## src/rtl/dt_window_scheduler.sv

```systemverilog
// -----------------------------------------------------------------------------
// dt_window_scheduler
//
// Sequences decision-tree evaluation over the packet buffer, one parser window
// at a time. Window k is considered filled when the NIC write pointer reaches
// the first byte of the following window. An edge detect turns that into a
// single trigger. Each trigger pulses the tree start, and every per-window
// drop result is ORed into one per-packet verdict. The verdict is held to the
// NIC TX side until it is acknowledged.
//
// Optional feature: define DT_WATCHDOG_EN to add a per-evaluation watchdog.
// When it expires, the window is treated as a drop and err_timeout is set.
// Without the macro the block waits for dt_done indefinitely and err_timeout
// is tied low.
//
// Ports:
//   clk            in   clock
//   rst            in   synchronous active-high reset
//   receiving      in   NIC packet reception active
//   byte_offset    in   [1:0] NIC byte position in word
//   word_offset    in   [4:0] NIC word position in buffer
//   dt_done        in   decision tree result valid (1-cycle pulse)
//   dt_drop        in   decision tree drop result, valid with dt_done
//   tx_ok          in   NIC accepted the verdict
//   dt_start       out  1-cycle start pulse to decision tree
//   win_sel        out  [1:0] parser window index (0 = first window)
//   busy           out  packet evaluation in progress
//   verdict_valid  out  per-packet verdict available
//   verdict_drop   out  OR of all window drop results
//   err_timeout    out  sticky: watchdog expired
//   err_overrun    out  sticky: a window trigger was lost
// -----------------------------------------------------------------------------
module dt_window_scheduler #(
  parameter int BUF_WORDS      = 20,
  parameter int WORDS_PER_WIN  = 10,
  parameter int TIMEOUT_CYCLES = 255
) (
  input  logic       clk,
  input  logic       rst,
  input  logic       receiving,
  input  logic [1:0] byte_offset,
  input  logic [4:0] word_offset,
  input  logic       dt_done,
  input  logic       dt_drop,
  input  logic       tx_ok,
  output logic       dt_start,
  output logic [1:0] win_sel,
  output logic       busy,
  output logic       verdict_valid,
  output logic       verdict_drop,
  output logic       err_timeout,
  output logic       err_overrun
);

  localparam int         NUM_WIN  = BUF_WORDS / WORDS_PER_WIN;
  localparam logic [1:0] LAST_WIN = 2'(NUM_WIN - 1);

  localparam logic [2:0] S_IDLE   = 3'd0;
  localparam logic [2:0] S_ARM    = 3'd1;
  localparam logic [2:0] S_START  = 3'd2;
  localparam logic [2:0] S_WAIT   = 3'd3;
  localparam logic [2:0] S_REPORT = 3'd4;

  // Reject configurations the 2-bit window index and 5-bit word offset
  // cannot represent.
  if (NUM_WIN < 1 || NUM_WIN > 4 || (BUF_WORDS % WORDS_PER_WIN) != 0 ||
      BUF_WORDS > 32 || TIMEOUT_CYCLES < 1) begin : g_param_check
    $error("dt_window_scheduler: unsupported parameter combination");
  end

  logic [2:0] r_state;
  logic [1:0] r_win_idx;
  logic       r_acc;
  logic       r_pending;
  logic [3:0] r_match_q;
  logic       r_err_overrun;

  logic [3:0] w_match;
  logic [3:0] w_trig;
  logic       w_trig_cur;
  logic       w_trig_next;
  logic       w_in_eval;
  logic       w_overrun;
  logic       w_set_pending;
  logic       w_timeout;
  logic       w_win_end;
  logic       w_acc_set;

  // Window k is full once the writer sits on byte 0 of the next window.
  // The last window wraps to word 0.
  always_comb begin
    // NOTE: default every combinational output first so no path infers a latch.
    w_match = '0;
    for (int k = 0; k < 4; k++) begin
      if (k < NUM_WIN) begin
        w_match[k] = (byte_offset == 2'd0) &&
                     (word_offset == 5'(((k + 1) * WORDS_PER_WIN) % BUF_WORDS));
      end
    end
  end

  // Rising edge only: a writer parked on a boundary produces one trigger.
  assign w_trig      = w_match & ~r_match_q;
  assign w_trig_cur  = w_trig[r_win_idx];
  assign w_trig_next = (r_win_idx != LAST_WIN) && w_trig[r_win_idx + 2'd1];

  // Early triggers for the next window are remembered once. A second
  // trigger while one is still queued means a window was lost, so the
  // packet is failed closed.
  assign w_in_eval     = (r_state == S_START) || (r_state == S_WAIT);
  assign w_set_pending = w_in_eval && !r_pending && w_trig_next;
  assign w_overrun     = w_in_eval && r_pending && (|w_trig);

  assign w_win_end = ((r_state == S_WAIT) && dt_done) || w_timeout;
  assign w_acc_set = w_overrun || w_timeout ||
                     ((r_state == S_WAIT) && dt_done && dt_drop);

  always_ff @(posedge clk) begin
    if (rst) begin
      // NOTE: sequential state uses non-blocking assignments so every register
      // samples pre-edge values, independent of statement order.
      r_state       <= S_IDLE;
      r_win_idx     <= 2'd0;
      r_acc         <= 1'b0;
      r_pending     <= 1'b0;
      r_match_q     <= 4'd0;
      r_err_overrun <= 1'b0;
    end else begin
      r_match_q <= w_match;

      if (w_overrun) begin
        r_err_overrun <= 1'b1;
      end

      if (r_state == S_IDLE) begin
        r_acc <= 1'b0;
      end else if (w_acc_set) begin
        r_acc <= 1'b1;
      end

      // ARM always consumes a queued trigger, so clearing there is exact.
      if (r_state == S_IDLE || r_state == S_ARM) begin
        r_pending <= 1'b0;
      end else if (w_set_pending) begin
        r_pending <= 1'b1;
      end

      case (r_state)
        S_IDLE: begin
          r_win_idx <= 2'd0;
          if (receiving) begin
            r_state <= S_ARM;
          end
        end
        S_ARM: begin
          // A filled window takes precedence over end of reception so its
          // data is still evaluated.
          if (w_trig_cur || r_pending) begin
            r_state <= S_START;
          end else if (!receiving) begin
            r_state <= S_REPORT;
          end
        end
        S_START: begin
          r_state <= S_WAIT;
        end
        S_WAIT: begin
          if (w_win_end) begin
            if (r_win_idx == LAST_WIN || !receiving) begin
              r_state <= S_REPORT;
            end else begin
              r_win_idx <= r_win_idx + 2'd1;
              r_state   <= S_ARM;
            end
          end
        end
        S_REPORT: begin
          if (tx_ok) begin
            r_state <= S_IDLE;
          end
        end
        default: begin
          r_state <= S_IDLE;
        end
      endcase
    end
  end

`ifdef DT_WATCHDOG_EN
  localparam int CNT_W = $clog2(TIMEOUT_CYCLES + 1);

  logic [CNT_W-1:0] r_wd_cnt;
  logic             r_err_timeout;

  // The counter is zeroed in START, so it reads 0 on the first WAIT cycle.
  // The limit is reached on WAIT cycle number TIMEOUT_CYCLES.
  assign w_timeout = (r_state == S_WAIT) && !dt_done &&
                     (r_wd_cnt == CNT_W'(TIMEOUT_CYCLES - 1));

  always_ff @(posedge clk) begin
    if (rst) begin
      r_wd_cnt      <= '0;
      r_err_timeout <= 1'b0;
    end else begin
      if (r_state == S_START) begin
        r_wd_cnt <= '0;
      end else if (r_state == S_WAIT) begin
        r_wd_cnt <= r_wd_cnt + 1'b1;
      end
      if (w_timeout) begin
        r_err_timeout <= 1'b1;
      end
    end
  end

  assign err_timeout = r_err_timeout;
`else
  assign w_timeout   = 1'b0;
  assign err_timeout = 1'b0;
`endif

  assign dt_start      = (r_state == S_START);
  assign win_sel       = r_win_idx;
  assign busy          = (r_state != S_IDLE);
  assign verdict_valid = (r_state == S_REPORT);
  assign verdict_drop  = (r_state == S_REPORT) && r_acc;
  assign err_overrun   = r_err_overrun;

endmodule
```

## config.mk

```make
export PLATFORM = sky130hd
export DESIGN_NAME = dt_window_scheduler
export DESIGN_NICKNAME = d
export VERILOG_FILES = /design/src/rtl/dt_window_scheduler.sv
export SDC_FILE = /design/constraint.sdc
export NUM_CORES = 1
export LEC_CHECK = 0
export BUFFER_PORTS_ARGS = -buffer_cell sky130_fd_sc_hd__buf_2
export CAP_MARGIN = 20
export CORE_MARGIN = 2
export CORE_UTILIZATION = 49
export DETAILED_ROUTE_END_ITERATION = 10
export GPL_TIMING_DRIVEN = 0
export PLACE_DENSITY = 0.89
export SETUP_SLACK_MARGIN = 0.2
export SYNTH_ARGS = -nofsm -noshare
export SYNTH_HDL_FRONTEND = slang
export SYNTH_SLANG_ARGS = --single-unit
```

## constraint.sdc

```tcl
create_clock -name clk -period 1.6 [get_ports clk]
set_clock_uncertainty 0.2 [all_clocks]
set_input_delay 0.24 -clock clk [delete_from_list [all_inputs] [get_ports clk]]
set_output_delay 0.24 -clock clk [all_outputs]
set_load 0.02 [all_outputs]
```

==> impl_metrics.yaml <==
layout:
  antenna_cells: 0
  areaGrowthSynthToFinish_pct: 56.6
  drive_gt1_frac: 0.600
  mostFrequentLayoutCell: "buf_2"
  fin_nets: 131
  utilization: 0.830
  final_cell_mix: "buf_2 (14), buf_4 (13), buf_6 (7)"
logic_synthesis:
  synthTopCellsByArea: "dfxtp_1 (29%), nand2b_1 (4.5%), buf_4 (4.4%), a21oi_1 (3.6%), nor3_1 (3.6%)"
  synth_area_leader_cell: "dfxtp_1"
  netlist_instances: 82
  ys_seq_area_frac: 0.290
  syn-num-nets: 96
  ys_ff_latch: 10
  synthDistinctLibCells: 38
  syn-cell-area_sq_um: 689
  synth_top_cell_area_share: 0.290
  synth.avg_cell_area_sq_um: 8.41
  ys_warn_count: 0
cts:
  numCtsBuffers: 3
  clock-sinks: 10
  clk_latency_ps: 270
  cts_tree: "yes"
  clockBufferDepth: 2
  path_clk_slew_ps: 60
  root_buffer: "clkbuf_4"
  cts_htree_levels: 1
  cts_hold_buf: 0
sta:
  fin_crit_ps: 1690
  report.final.setup_viol: 3
  hold_slack_ps: 39.7
  max_freq_ghz: 0.592
  rsz0062_at_grt: "yes"
  hold_viol: 0
  setup_slack_ps: -88.4
  min_period_over_period: 1.06
  drv_slew: 0
power_and_ir_drop:
  p_int_w: 0.000496
  switching_power_w: 0.000304
  cellPowerDensity_nw_per_um2: 741
  pwr-share-comb: 0.429
  ir_drop_mv: 0.559
  p_leak_nw: 0.431
  power_w: 0.000800
  power.sequential.fraction: 0.354
  p_clk_frac: 0.217
  p_sw_frac: 0.380
run_status:
  violations: "negative setup slack"
  outcome: "finished with violations"
grt:
  grt_pass1_wl_mm: 3.68
  grt_pass1_vias: 814
  grt_max_degree: 11
  antenna_found_initial: 0
  grt_overflow: 0
  grt_usage: 0.281
die:
  die_y_um: 41.5
  start_util: 0.530
  chipWidth_um: 41.5
  coreArea_sq_um: 1300
  fp.dieArea_sq_um: 1720
  io_pins: 21
  rows: 13
setup_path:
  crit_type: "register to primary output"
  crit_chain: "buf_6 > or3_4 > buf_6"
  end_kind: "primary output"
  crit_path_max_incr_delay_ps: 390
  cp.required_ps: 1160
  cp_max_fo: 4
  worstPathArrival_ps: 1250
  critical_path.top_delay_family: "simple AND/OR/NAND/NOR gates"
  critPathLaunchType: "register"
  timing.critical_path.mode_cell: "buf_6"
  path_buf_inv: 2
  cp_slowest_cell: "or3_4"
detailed_routing:
  via_per_inst: 6.33
  routed_wl_mm: 2.45
  num_vias: 823
  dr.pass1.iters: 4
  drtIter0Drc: 31
  route.detailed.drc: 0
  wl_per_cell_um: 18.9
  ant_nets: 0
place:
  place_congestion: 0.869
  dp.final_hpwl_mm: 1.33
  port_buffers: 18
run:
  max-cap-violations: 0
min_path:
  hold_path_class: "input port to register"
-- per-layer routing --
| metal | part of all wire | vias up | GRT usage |
|---|---|---|---|
| li1 | - | 368 | - |
| met1 | 0.36 | 376 | 0.286 |
| met2 | 0.52 | 54 | 0.509 |
| met3 | 0.053 | 25 | 0.0609 |
| met4 | 0.072 | 0 | 0.181 |
| met5 | 0 | - | 0 |
-- sequential cells by signal, summed over array words and instances (netlist names) --
name         count
r_acc            1
err_overrun      1
win_sel          2
r_state          3
r_pending        1
r_match_q        2
-- worst paths after layout --
kind	from	cells after the start	slack (ps)	to
max	r_state[2]	3	-90	busy
min	word_offset[3]	2	40	r_match_q[1]
max reg2reg	r_state[2]	6	30	r_state[2]
min reg2reg	err_overrun	2	250	err_overrun
-- area by class of cell --
| type | count | area [sq um] |
|---|---|---|
| plain buffers | 5 | 41.3 |
| clock buffers | 3 | 22.5 |
| fillers | 68 | 221 |
| inverters | 4 | 21.3 |
| multi-input cells | 63 | 553 |
| flip-flops and latches | 10 | 214 |
| well taps | 15 | 18.8 |
| repair buffers | 30 | 209 |
-- cell families after synthesis --
group,synth area share
and+or+nand+nor,0.396
AOI/OAI and AO/OA,0.205
DFF,0.290
buffers and inverters,0.0708
muxes,0.0145
adders and majority gates,0.0181
other,0.00544
-- metrics by stage --
step / TNS, ps / worst slack (ps) / cells / area (sq um)
after floorplan: 0 / 153 / 82 / 716
after global placement: 0 / 48.0 / 115 / 825
after detailed placement: 0 / 17.5 / 115 / 825
after CTS: -159 / -87.2 / 127 / 988
after global routing: -306 / -120 / 130 / 1080
final: -132 / -88.4 / 130 / 1080
-- Yosys cell counts (all sizes together) --
cell,instances
a211oi,2
a21o,1
a21oi,6
a22oi,1
a31oi,1
a41oi,2
and2,1
and2b,2
and4,1
and4bb,1
buf,4
clkbuf,1
conb,1
dfxtp,10
ha,1
inv,4
mux2i,1
nand2,4
nand2b,5
nand3,1
nand3b,2
nand4,1
nand4b,2
nor2,6
nor2b,2
nor3,5
nor3b,1
nor4,2
nor4b,1
o211ai,1
o21a,1
o21ai,4
o32ai,1
or3,3
-- power groups by stage --
stage                     logic, W  registers [W]  clock network, W
after floorplan           0.000179       0.000277                 0
after global placement    0.000232       0.000281                 0
after detailed placement  0.000242       0.000283                 0
after CTS                 0.000297       0.000280          0.000174
after global routing      0.000367       0.000285          0.000184
final                     0.000343       0.000283          0.000173
-- worst reg2reg max path, delay by kind of cell (launching register included) --
family,cells,cell delay [ps]
AOI/OAI and AO/OA,1,250
buffers and inverters,2,280
DFF,1,330
and+or+nand+nor,3,420
-- timing repair --
item                                    in CTS  in global routing
buffers inserted                             9                  3
resized for setup                           19                 16
pin swaps                                   10                 12
endpoints found under the setup margin      10                 12
Power figures use the tool's default switching activity.
